===== config.mk =====
export PLATFORM = sky130hd
export DESIGN_NAME = fptoint_sched_ctrl_flat
export DESIGN_NICKNAME = d
export VERILOG_FILES = /design/src/rtl/fptoint_sched_ctrl_if.sv /design/src/rtl/fptoint_sched_ctrl.sv /design/src/flat_wrapper.sv
export SDC_FILE = /design/constraint.sdc
export NUM_CORES = 1
export LEC_CHECK = 0
export ABC_AREA = 1
export CORE_AREA = 2 2 259 261
export DETAILED_ROUTE_END_ITERATION = 10
export DIE_AREA = 0 0 261 263
export HOLD_SLACK_MARGIN = 0.1
export PLACE_DENSITY = 0.44
export SYNTH_ARGS = -nofsm -noshare
export SYNTH_HDL_FRONTEND = slang
export SYNTH_SLANG_ARGS = --single-unit
export TNS_END_PERCENT = 30

===== constraint.sdc =====
create_clock -name clk -period 2.4 [get_ports clk]
set_input_delay 0.48 -clock clk [delete_from_list [all_inputs] [get_ports clk]]
set_output_delay 0.48 -clock clk [all_outputs]
set_load 0.02 [all_outputs]

===== src/rtl/fptoint_sched_ctrl_if.sv =====
// Command and response handshake bundle for the FP-to-INT scheduler.
// The master side is the requester/consumer side; the slave side is the scheduler.
interface fptoint_sched_ctrl_if;
  logic         req0_valid;
  logic         req0_ready;
  logic [4:0]   req0_cmd;
  logic [127:0] req0_data;
  logic         req1_valid;
  logic         req1_ready;
  logic [4:0]   req1_cmd;
  logic [127:0] req1_data;
  logic         resp_valid;
  logic         resp_ready;
  logic         resp_id;
  logic [127:0] resp_data;
  logic         resp_err;

  modport master (
    output req0_valid, req0_cmd, req0_data,
    output req1_valid, req1_cmd, req1_data,
    output resp_ready,
    input  req0_ready, req1_ready,
    input  resp_valid, resp_id, resp_data, resp_err
  );

  modport slave (
    input  req0_valid, req0_cmd, req0_data,
    input  req1_valid, req1_cmd, req1_data,
    input  resp_ready,
    output req0_ready, req1_ready,
    output resp_valid, resp_id, resp_data, resp_err
  );
endinterface


===== src/rtl/fptoint_sched_ctrl.sv =====
// Round-robin scheduler/sequencer for the 4-lane FP-to-INT array, with two-pass pair mode.
// Optional perf counters are enabled with FPTOINT_SCHED_PERF_EN.
module fptoint_sched_ctrl #(
  parameter int unsigned ARRAY_LAT = 1
) (
  input  logic                clk,
  input  logic                rst,
  fptoint_sched_ctrl_if.slave bus,
  output logic                busy,
  output logic [1:0]          dbg_state,
  output logic [127:0]        dvr_fptoint_s_in,
  output logic [4:0]          cru_fptoint_in,
  input  logic [127:0]        dr_fptoint_d_out
`ifdef FPTOINT_SCHED_PERF_EN
  ,
  output logic [31:0]         perf_cnt0,
  output logic [31:0]         perf_cnt1,
  output logic [31:0]         perf_stall
`endif
);

  // Handshakes: a transfer happens on a rising clk edge where valid && ready.
  // Once resp_valid rises, resp_id/resp_data/resp_err hold until that transfer.
  localparam logic [1:0] IDLE  = 2'd0;
  localparam logic [1:0] ISSUE = 2'd1;
  localparam logic [1:0] RESP  = 2'd2;

  localparam logic [2:0]   LAT      = 3'(ARRAY_LAT);
  localparam logic [127:0] LOW_MASK = {4{32'h0000_FFFF}};

  logic [1:0]   state;
  logic         rr_ptr;
  logic [4:0]   cmd_q;
  logic [127:0] data_q;
  logic         id_q;
  logic         pass_q;
  logic [2:0]   cnt;
  logic [127:0] res_q;
  logic         err_q;

  logic         grant_id;
  logic         idle_ok;
  logic         accept;
  logic [4:0]   grant_cmd;
  logic [127:0] grant_data;
  logic         pair_eff;

  // Requester 1 wins when it is the only one asking, or when both ask and it is its turn.
  assign grant_id   = bus.req1_valid & (~bus.req0_valid | rr_ptr);
  assign idle_ok    = (state == IDLE) & ~rst;
  assign bus.req0_ready = idle_ok & bus.req0_valid & ~grant_id;
  assign bus.req1_ready = idle_ok & bus.req1_valid &  grant_id;
  assign accept     = bus.req0_ready | bus.req1_ready;
  assign grant_cmd  = grant_id ? bus.req1_cmd  : bus.req0_cmd;
  assign grant_data = grant_id ? bus.req1_data : bus.req0_data;

  assign pair_eff = cmd_q[4] & ~cmd_q[3] & ~cmd_q[2];

  always_ff @(posedge clk) begin
    if (rst) begin
      state  <= IDLE;
      rr_ptr <= 1'b0;
      cmd_q  <= '0;
      data_q <= '0;
      id_q   <= 1'b0;
      pass_q <= 1'b0;
      cnt    <= '0;
      res_q  <= '0;
      err_q  <= 1'b0;
    end else begin
      case (state)
        IDLE: begin
          if (accept) begin
            cmd_q  <= grant_cmd;
            data_q <= grant_data;
            id_q   <= grant_id;
            rr_ptr <= ~grant_id;
            pass_q <= 1'b0;
            cnt    <= LAT;
            err_q  <= grant_cmd[4] & (grant_cmd[3] | grant_cmd[2]);
            state  <= ISSUE;
          end
        end
        ISSUE: begin
          if (cnt != 3'd0) begin
            cnt <= cnt - 3'd1;
          end else if (pair_eff && !pass_q) begin
            // First pair pass fills the low half of every lane, then the array runs again.
            res_q  <= (res_q & ~LOW_MASK) | (dr_fptoint_d_out & LOW_MASK);
            pass_q <= 1'b1;
            cnt    <= LAT;
          end else begin
            if (pair_eff)
              res_q <= (res_q & LOW_MASK) | (dr_fptoint_d_out & ~LOW_MASK);
            else
              res_q <= dr_fptoint_d_out;
            state <= RESP;
          end
        end
        RESP: begin
          if (bus.resp_ready)
            state <= IDLE;
        end
        default: state <= IDLE;
      endcase
    end
  end

  always_comb begin
    cru_fptoint_in = 5'b0;
    if (state == ISSUE)
      cru_fptoint_in = {1'b1, cmd_q[3:2], pair_eff ? {2{pass_q}} : cmd_q[1:0]};
  end

  assign dvr_fptoint_s_in = data_q;
  assign bus.resp_valid   = (state == RESP);
  assign bus.resp_id      = id_q;
  assign bus.resp_data    = res_q;
  assign bus.resp_err     = err_q;
  assign busy             = (state != IDLE);
  assign dbg_state        = state;

`ifdef FPTOINT_SCHED_PERF_EN
  always_ff @(posedge clk) begin
    if (rst) begin
      perf_cnt0  <= '0;
      perf_cnt1  <= '0;
      perf_stall <= '0;
    end else if (state == RESP) begin
      if (bus.resp_ready) begin
        if (!id_q && perf_cnt0 != 32'hFFFF_FFFF) perf_cnt0 <= perf_cnt0 + 32'd1;
        if ( id_q && perf_cnt1 != 32'hFFFF_FFFF) perf_cnt1 <= perf_cnt1 + 32'd1;
      end else if (perf_stall != 32'hFFFF_FFFF) begin
        perf_stall <= perf_stall + 32'd1;
      end
    end
  end
`endif

endmodule


===== src/flat_wrapper.sv =====
// flat-port wrapper written by rule: the top's interface ports become plain ports
module fptoint_sched_ctrl_flat 
#(
  parameter int unsigned ARRAY_LAT = 1
)
  (clk, rst, busy, dbg_state, dvr_fptoint_s_in, cru_fptoint_in, dr_fptoint_d_out, bus_req0_valid, bus_req0_cmd, bus_req0_data, bus_req1_valid, bus_req1_cmd, bus_req1_data, bus_resp_ready, bus_req0_ready, bus_req1_ready, bus_resp_valid, bus_resp_id, bus_resp_data, bus_resp_err);
  fptoint_sched_ctrl_if bus_i ();
  input  logic clk;
  input  logic rst;
  output logic busy;
  output logic [1:0] dbg_state;
  output logic [127:0] dvr_fptoint_s_in;
  output logic [4:0] cru_fptoint_in;
  input  logic [127:0] dr_fptoint_d_out;
  input wire logic [$bits(bus_i.req0_valid)-1:0] bus_req0_valid;
  input wire logic [$bits(bus_i.req0_cmd)-1:0] bus_req0_cmd;
  input wire logic [$bits(bus_i.req0_data)-1:0] bus_req0_data;
  input wire logic [$bits(bus_i.req1_valid)-1:0] bus_req1_valid;
  input wire logic [$bits(bus_i.req1_cmd)-1:0] bus_req1_cmd;
  input wire logic [$bits(bus_i.req1_data)-1:0] bus_req1_data;
  input wire logic [$bits(bus_i.resp_ready)-1:0] bus_resp_ready;
  output wire logic [$bits(bus_i.req0_ready)-1:0] bus_req0_ready;
  output wire logic [$bits(bus_i.req1_ready)-1:0] bus_req1_ready;
  output wire logic [$bits(bus_i.resp_valid)-1:0] bus_resp_valid;
  output wire logic [$bits(bus_i.resp_id)-1:0] bus_resp_id;
  output wire logic [$bits(bus_i.resp_data)-1:0] bus_resp_data;
  output wire logic [$bits(bus_i.resp_err)-1:0] bus_resp_err;
  assign bus_i.req0_valid = bus_req0_valid;
  assign bus_i.req0_cmd = bus_req0_cmd;
  assign bus_i.req0_data = bus_req0_data;
  assign bus_i.req1_valid = bus_req1_valid;
  assign bus_i.req1_cmd = bus_req1_cmd;
  assign bus_i.req1_data = bus_req1_data;
  assign bus_i.resp_ready = bus_resp_ready;
  assign bus_req0_ready = bus_i.req0_ready;
  assign bus_req1_ready = bus_i.req1_ready;
  assign bus_resp_valid = bus_i.resp_valid;
  assign bus_resp_id = bus_i.resp_id;
  assign bus_resp_data = bus_i.resp_data;
  assign bus_resp_err = bus_i.resp_err;
  fptoint_sched_ctrl #(.ARRAY_LAT(ARRAY_LAT)) u_core (.clk(clk), .rst(rst), .bus(bus_i), .busy(busy), .dbg_state(dbg_state), .dvr_fptoint_s_in(dvr_fptoint_s_in), .cru_fptoint_in(cru_fptoint_in), .dr_fptoint_d_out(dr_fptoint_d_out));
endmodule

# Word-level counts from Yosys, hierarchy flattened
# Cells that the tools add are included.
totals:
  reg_bits: 270
  latch_bits: 0
  mem_bits_rw: 0
  romBits: 0
  mem_count: 0
classes:
  n_addsub: 1
  n_mul: 0
  n_div: 0
  n_lt_le_gt_ge: 0
  n_eq_ne: 8
  n_shift: 0
  mux: 19
  n_bitwise: 20
  n_reduce_logical: 11
ops:
  columns: ["cell", "n"]
  rows:
  - ["$mux 128", 3]
  - ["$or 112x128->128", 1]
  - ["$or 128x112->128", 1]
  - ["$mux 2", 5]
  - ["$mux 5", 2]
  - ["$and 1x1->1", 9]
  - ["$mux 3", 3]
  - ["$reduce_and 4->1", 2]
  - ["$ne 2x2->1 const B", 3]
  - ["$not 1->1", 6]
  - ["$pmux 2 s3", 1]
  - ["$pmux 3 s2", 1]
  - ["$ne 2x1->1 const B", 2]
  - ["$reduce_and 2->1", 2]
  - ["$reduce_bool 2->1", 2]
  - ["$mux 1", 3]
  - ["$ne 3x1->1 const B", 1]
  - ["$or 1x1->1", 3]
  - ["$reduce_and 3->1", 1]
  - ["$reduce_bool 3->1", 1]
  - ["$sub 3x1->3 const B", 1]
  - ["$eq 2x1->1 const B", 1]
  - ["$eq 2x2->1 const B", 1]
  - ["$logic_not 2->1", 1]
  - ["other kinds (3)", 3]

# Longest topological paths before layout
logic_depth:
  depth_word: 8
  mapped_depth: 9

# Worst setup path after synthesis
# Ideal clock, no wire load.
synth_timing:
  kind: "input-to-output"
  startpoint: "input port bus_req0_valid"
  endpoint: "output port bus_req1_ready"
  t_arrival_ps: 1256
  path_slack_ps: 664
  path_stages: 5
  path_buffers: 2
  cell_sequence: "inv_1 > o21ai_1 > buf_2 > buf_2 > nor2_1"
synth_between:
  elab_chain_len: 4
synth_lines:
  columns: ["element", "line_no", "source"]
  rows:
  - ["from (decl)", "flat_wrapper.sv:15", "input wire logic [$bits(bus_i.req0_valid)-1:0] bus_req0_valid;"]
  - ["$not 1->1", "fptoint_sched_ctrl.sv:49", "assign grant_id = bus.req1_valid & (~bus.req0_valid | rr_ptr);"]
  - ["$or 1x1->1", "fptoint_sched_ctrl.sv:49", null]
  - ["$and 1x1->1", "fptoint_sched_ctrl.sv:49", null]
  - ["$and 1x1->1", "fptoint_sched_ctrl.sv:52", "assign bus.req1_ready = idle_ok & bus.req1_valid & grant_id;"]
  - ["to (decl)", "flat_wrapper.sv:23", "output wire logic [$bits(bus_i.req1_ready)-1:0] bus_req1_ready;"]
# Every way passes these cells.

# Worst setup path after layout
layout_timing:
  startpoint: "input port bus_req1_valid"
  endpoint: "output port bus_req1_ready"
layout_between:
  elab_chain_len: 2
layout_lines:
  columns: ["element", "line_no", "source"]
  rows:
  - ["from (decl)", "flat_wrapper.sv:18", "input wire logic [$bits(bus_i.req1_valid)-1:0] bus_req1_valid;"]
  - ["$and 1x1->1 (on tied branches)", "fptoint_sched_ctrl.sv:52, fptoint_sched_ctrl.sv:49", null]
  - ["$and 1x1->1 *", "fptoint_sched_ctrl.sv:52", null]
# Mark *: on every way between the ends. The rest lies on a longest branch, timed or not.

==> qor.yml <==
grt-ovfl-total: 0
via_count: 12550
insertion_delay_ns: 0.53
fp.dieArea_um2: 68640
relSlewSlack: 0.4888
dr.pass1.iters: 5
power_frac_seq: 0.347
syn_nets: 2031
tightest_slew_ns: 0.7668
clk_pin_slew_worst_paths_ns: 0.05
final_cells: 3160
startpoint_type: "primary input"
synth_largest_area_cell: "dfxtp_1"
synth_cell_types: 21
initial_core_util: 0.1684
required_ns: 1.92
num-nets-final: 2666
path_max_fanout: 4
syn_inst: 1632
arrival_ns: 1.86
numCtsBuffers: 35
root_buffer: "clkbuf_16"
track_usage: 0.1454
gp_congestion: 0.8444
drive_above_1_share: 0.05321
yosysWarnings: 0
syn_area_per_cell_um2: 6.771
rsz0062_at_grt: "yes"
min_path_cells: 2
endpoint_kind: "primary output"
clock-sinks: 270
fin_area_um2: 19920
hpwl_mm: 38.93
ioPinCount: 668
fin_util: 0.3036
powerDensity_nw_per_um2: 784.3
ys_ff_latch: 270
multi_input_area_um2: 5034
hold_viol_final: 0
synth-seq-area-share: 0.4891
core_um2: 65630
place_ws_ns: -0.4539
grt_first_pass_wirelength_mm: 77.08
period_minus_slack_ns: 2.344
ys_top_cells_by_area: "dfxtp_1, nand2_1, nor2_1"
htree_levels: 2
report.final.slew_viol_count: 0
synthesis.area_um2: 11050
num_rows: 94
p_sw_frac: 0.3220
routedWlPerCell_um: 16.48
wirelength_mm: 52.08
maxCapViolations: 0
drt_iter0_drc: 499
regArea_um2: 5405
clkPwrFrac: 0.343
fin_skew_ns: 0.01952
post-route-drc-count: 0
place_area_um2: 18730
ir_drop_v: 0.0003118
hold_path_class: "reg -> reg"
ctsLongestPathBuffers: 3
status: "finished clean"
numPortBuffers: 667
synth_top_area_share: 0.4891
setup_viol_count_final: 0
ant_nets: 0
die_y_um: 263
reg2regPathDepth: 6
p_leak_nw: 7.851
vias_per_cell: 3.971
grt_start_max_net_pins: 139
die_w_um: 261
area.growth.synth_to_final_pct: 80.28
combPwrFrac: 0.310
antenna_found_initial: 3
power.internal_mw: 10.59
cts_tree: "yes"
fill_cells: 7002
place_inst: 3094
power.switching_mw: 5.031
fmax_mhz: 426.6
grt_pass1_vias: 12680
setup_ws_ns: 0.05612
path_class: "in -> out"
final_min_period_over_clock_period: 0.9766
==> power by group through the flow <==
stage	combinational [mW]	clock (mW)	sequential [mW]
after floorplan	1.63	0	6.20
after global placement	4.93	0	5.50
after detailed placement	4.93	0	5.53
after CTS	4.93	5.61	5.44
after global routing	5.30	5.78	5.50
final	4.84	5.35	5.43
==> per-stage QoR <==
step                total power [mW]  hold WS (ns)  TNS (ns)
finish                         15.62        0.4617         0
global route                   16.58        0.4790  -0.01273
CTS                            15.98        0.4642         0
detailed placement             10.46        0.4549    -10.14
global placement               10.43        0.4513    -5.956
floorplan                      7.830        0.4445         0
==> per-layer routing <==
layer  GRT usage  wire, um
met5           0         0
met2      0.2488     24580
met3     0.04564      4645
met4     0.05283      1671
met1      0.1692     21180
==> cells in the mapped netlist (all sizes together) <==
cell and count:
nand4 1, xnor2 1, clkbuf 45, buf 68, nor2 270, nand2 673, inv 20, a31o 1
o21bai 1, o21ai 135, nand3 6, dfxtp 270, a21oi 141
==> final timing paths <==
kind / slack [ns] / from / to
hold / removal: 0.46 / u_core.dvr_fptoint_s_in[6] / u_core.dvr_fptoint_s_in[6]
setup / recovery: 0.06 / bus_req1_valid / bus_req1_ready
setup reg to reg: 0.47 / u_core.dbg_state[1] / u_core.dvr_fptoint_s_in[60]
hold reg to reg: 0.46 / u_core.dvr_fptoint_s_in[6] / u_core.dvr_fptoint_s_in[6]
==> cell usage in the layout (no fill, tap or decap), types with 10 or more instances in the layout <==
master	count
a21oi_1	141
buf_12	10
buf_4	35
clkbuf_16	36
clkbuf_8	13
clkdlybuf4s50_1	657
dfxtp_1	270
inv_1	14
nand2_1	670
nor2_1	265
o21ai_0	128
==> worst max-delay path, stage by stage <==
cell	delay (ns)
clkdlybuf4s50_1	0.49
inv_1	0.08
nand2_1	0.14
nand4_4	0.14
nor2_2	0.22
clkdlybuf4s15_2	0.30
==> area by class of cell <==
| class | instances | share of cell area |
|---|---|---|
| repair buffers | 711 | 0.3574 |
| flip-flops and latches | 270 | 0.2713 |
| multi-input cells | 1229 | 0.2527 |
| clock buffers | 54 | 0.05514 |
| well taps | 864 | 0.05426 |
| clock inverters | 9 | 0.004710 |
| inverters | 20 | 0.004082 |
| diodes | 3 | 0.0003768 |
==> timing repair <==
| item | 4_1_cts | 5_1_grt |
|---|---|---|
| setup endpoints to repair | 9 | 5 |
| hold buffers | 0 | 0 |
| resized for setup | 14 | 5 |
| setup buffers | 0 | 0 |
==> registers in the layout, summed over array words and instances (netlist names) <==
register                 flops
u_core.dvr_fptoint_s_in    128
u_core.rr_ptr                1
u_core.bus.resp_id           1
u_core.bus.resp_err          1
u_core.cnt                   3
u_core.dbg_state             2
u_core.cmd_q                 5
u_core.pass_q                1
u_core.bus.resp_data       128
==> cells by family (layout without fill, tap and decap cells) <==
family                    after synthesis  count (layout)  share of synthesized area
and+or+nand+nor                       950             950                     0.3255
AOI/OAI and AO/OA                     278             278                     0.1265
DFF                                   270             270                     0.4891
buffers and inverters                 133             794                    0.05808
xor gates and xnor gates                1               1                  0.0007927
other                                   0               3                          0
Note: power is estimated with default switching activity, not from simulation.
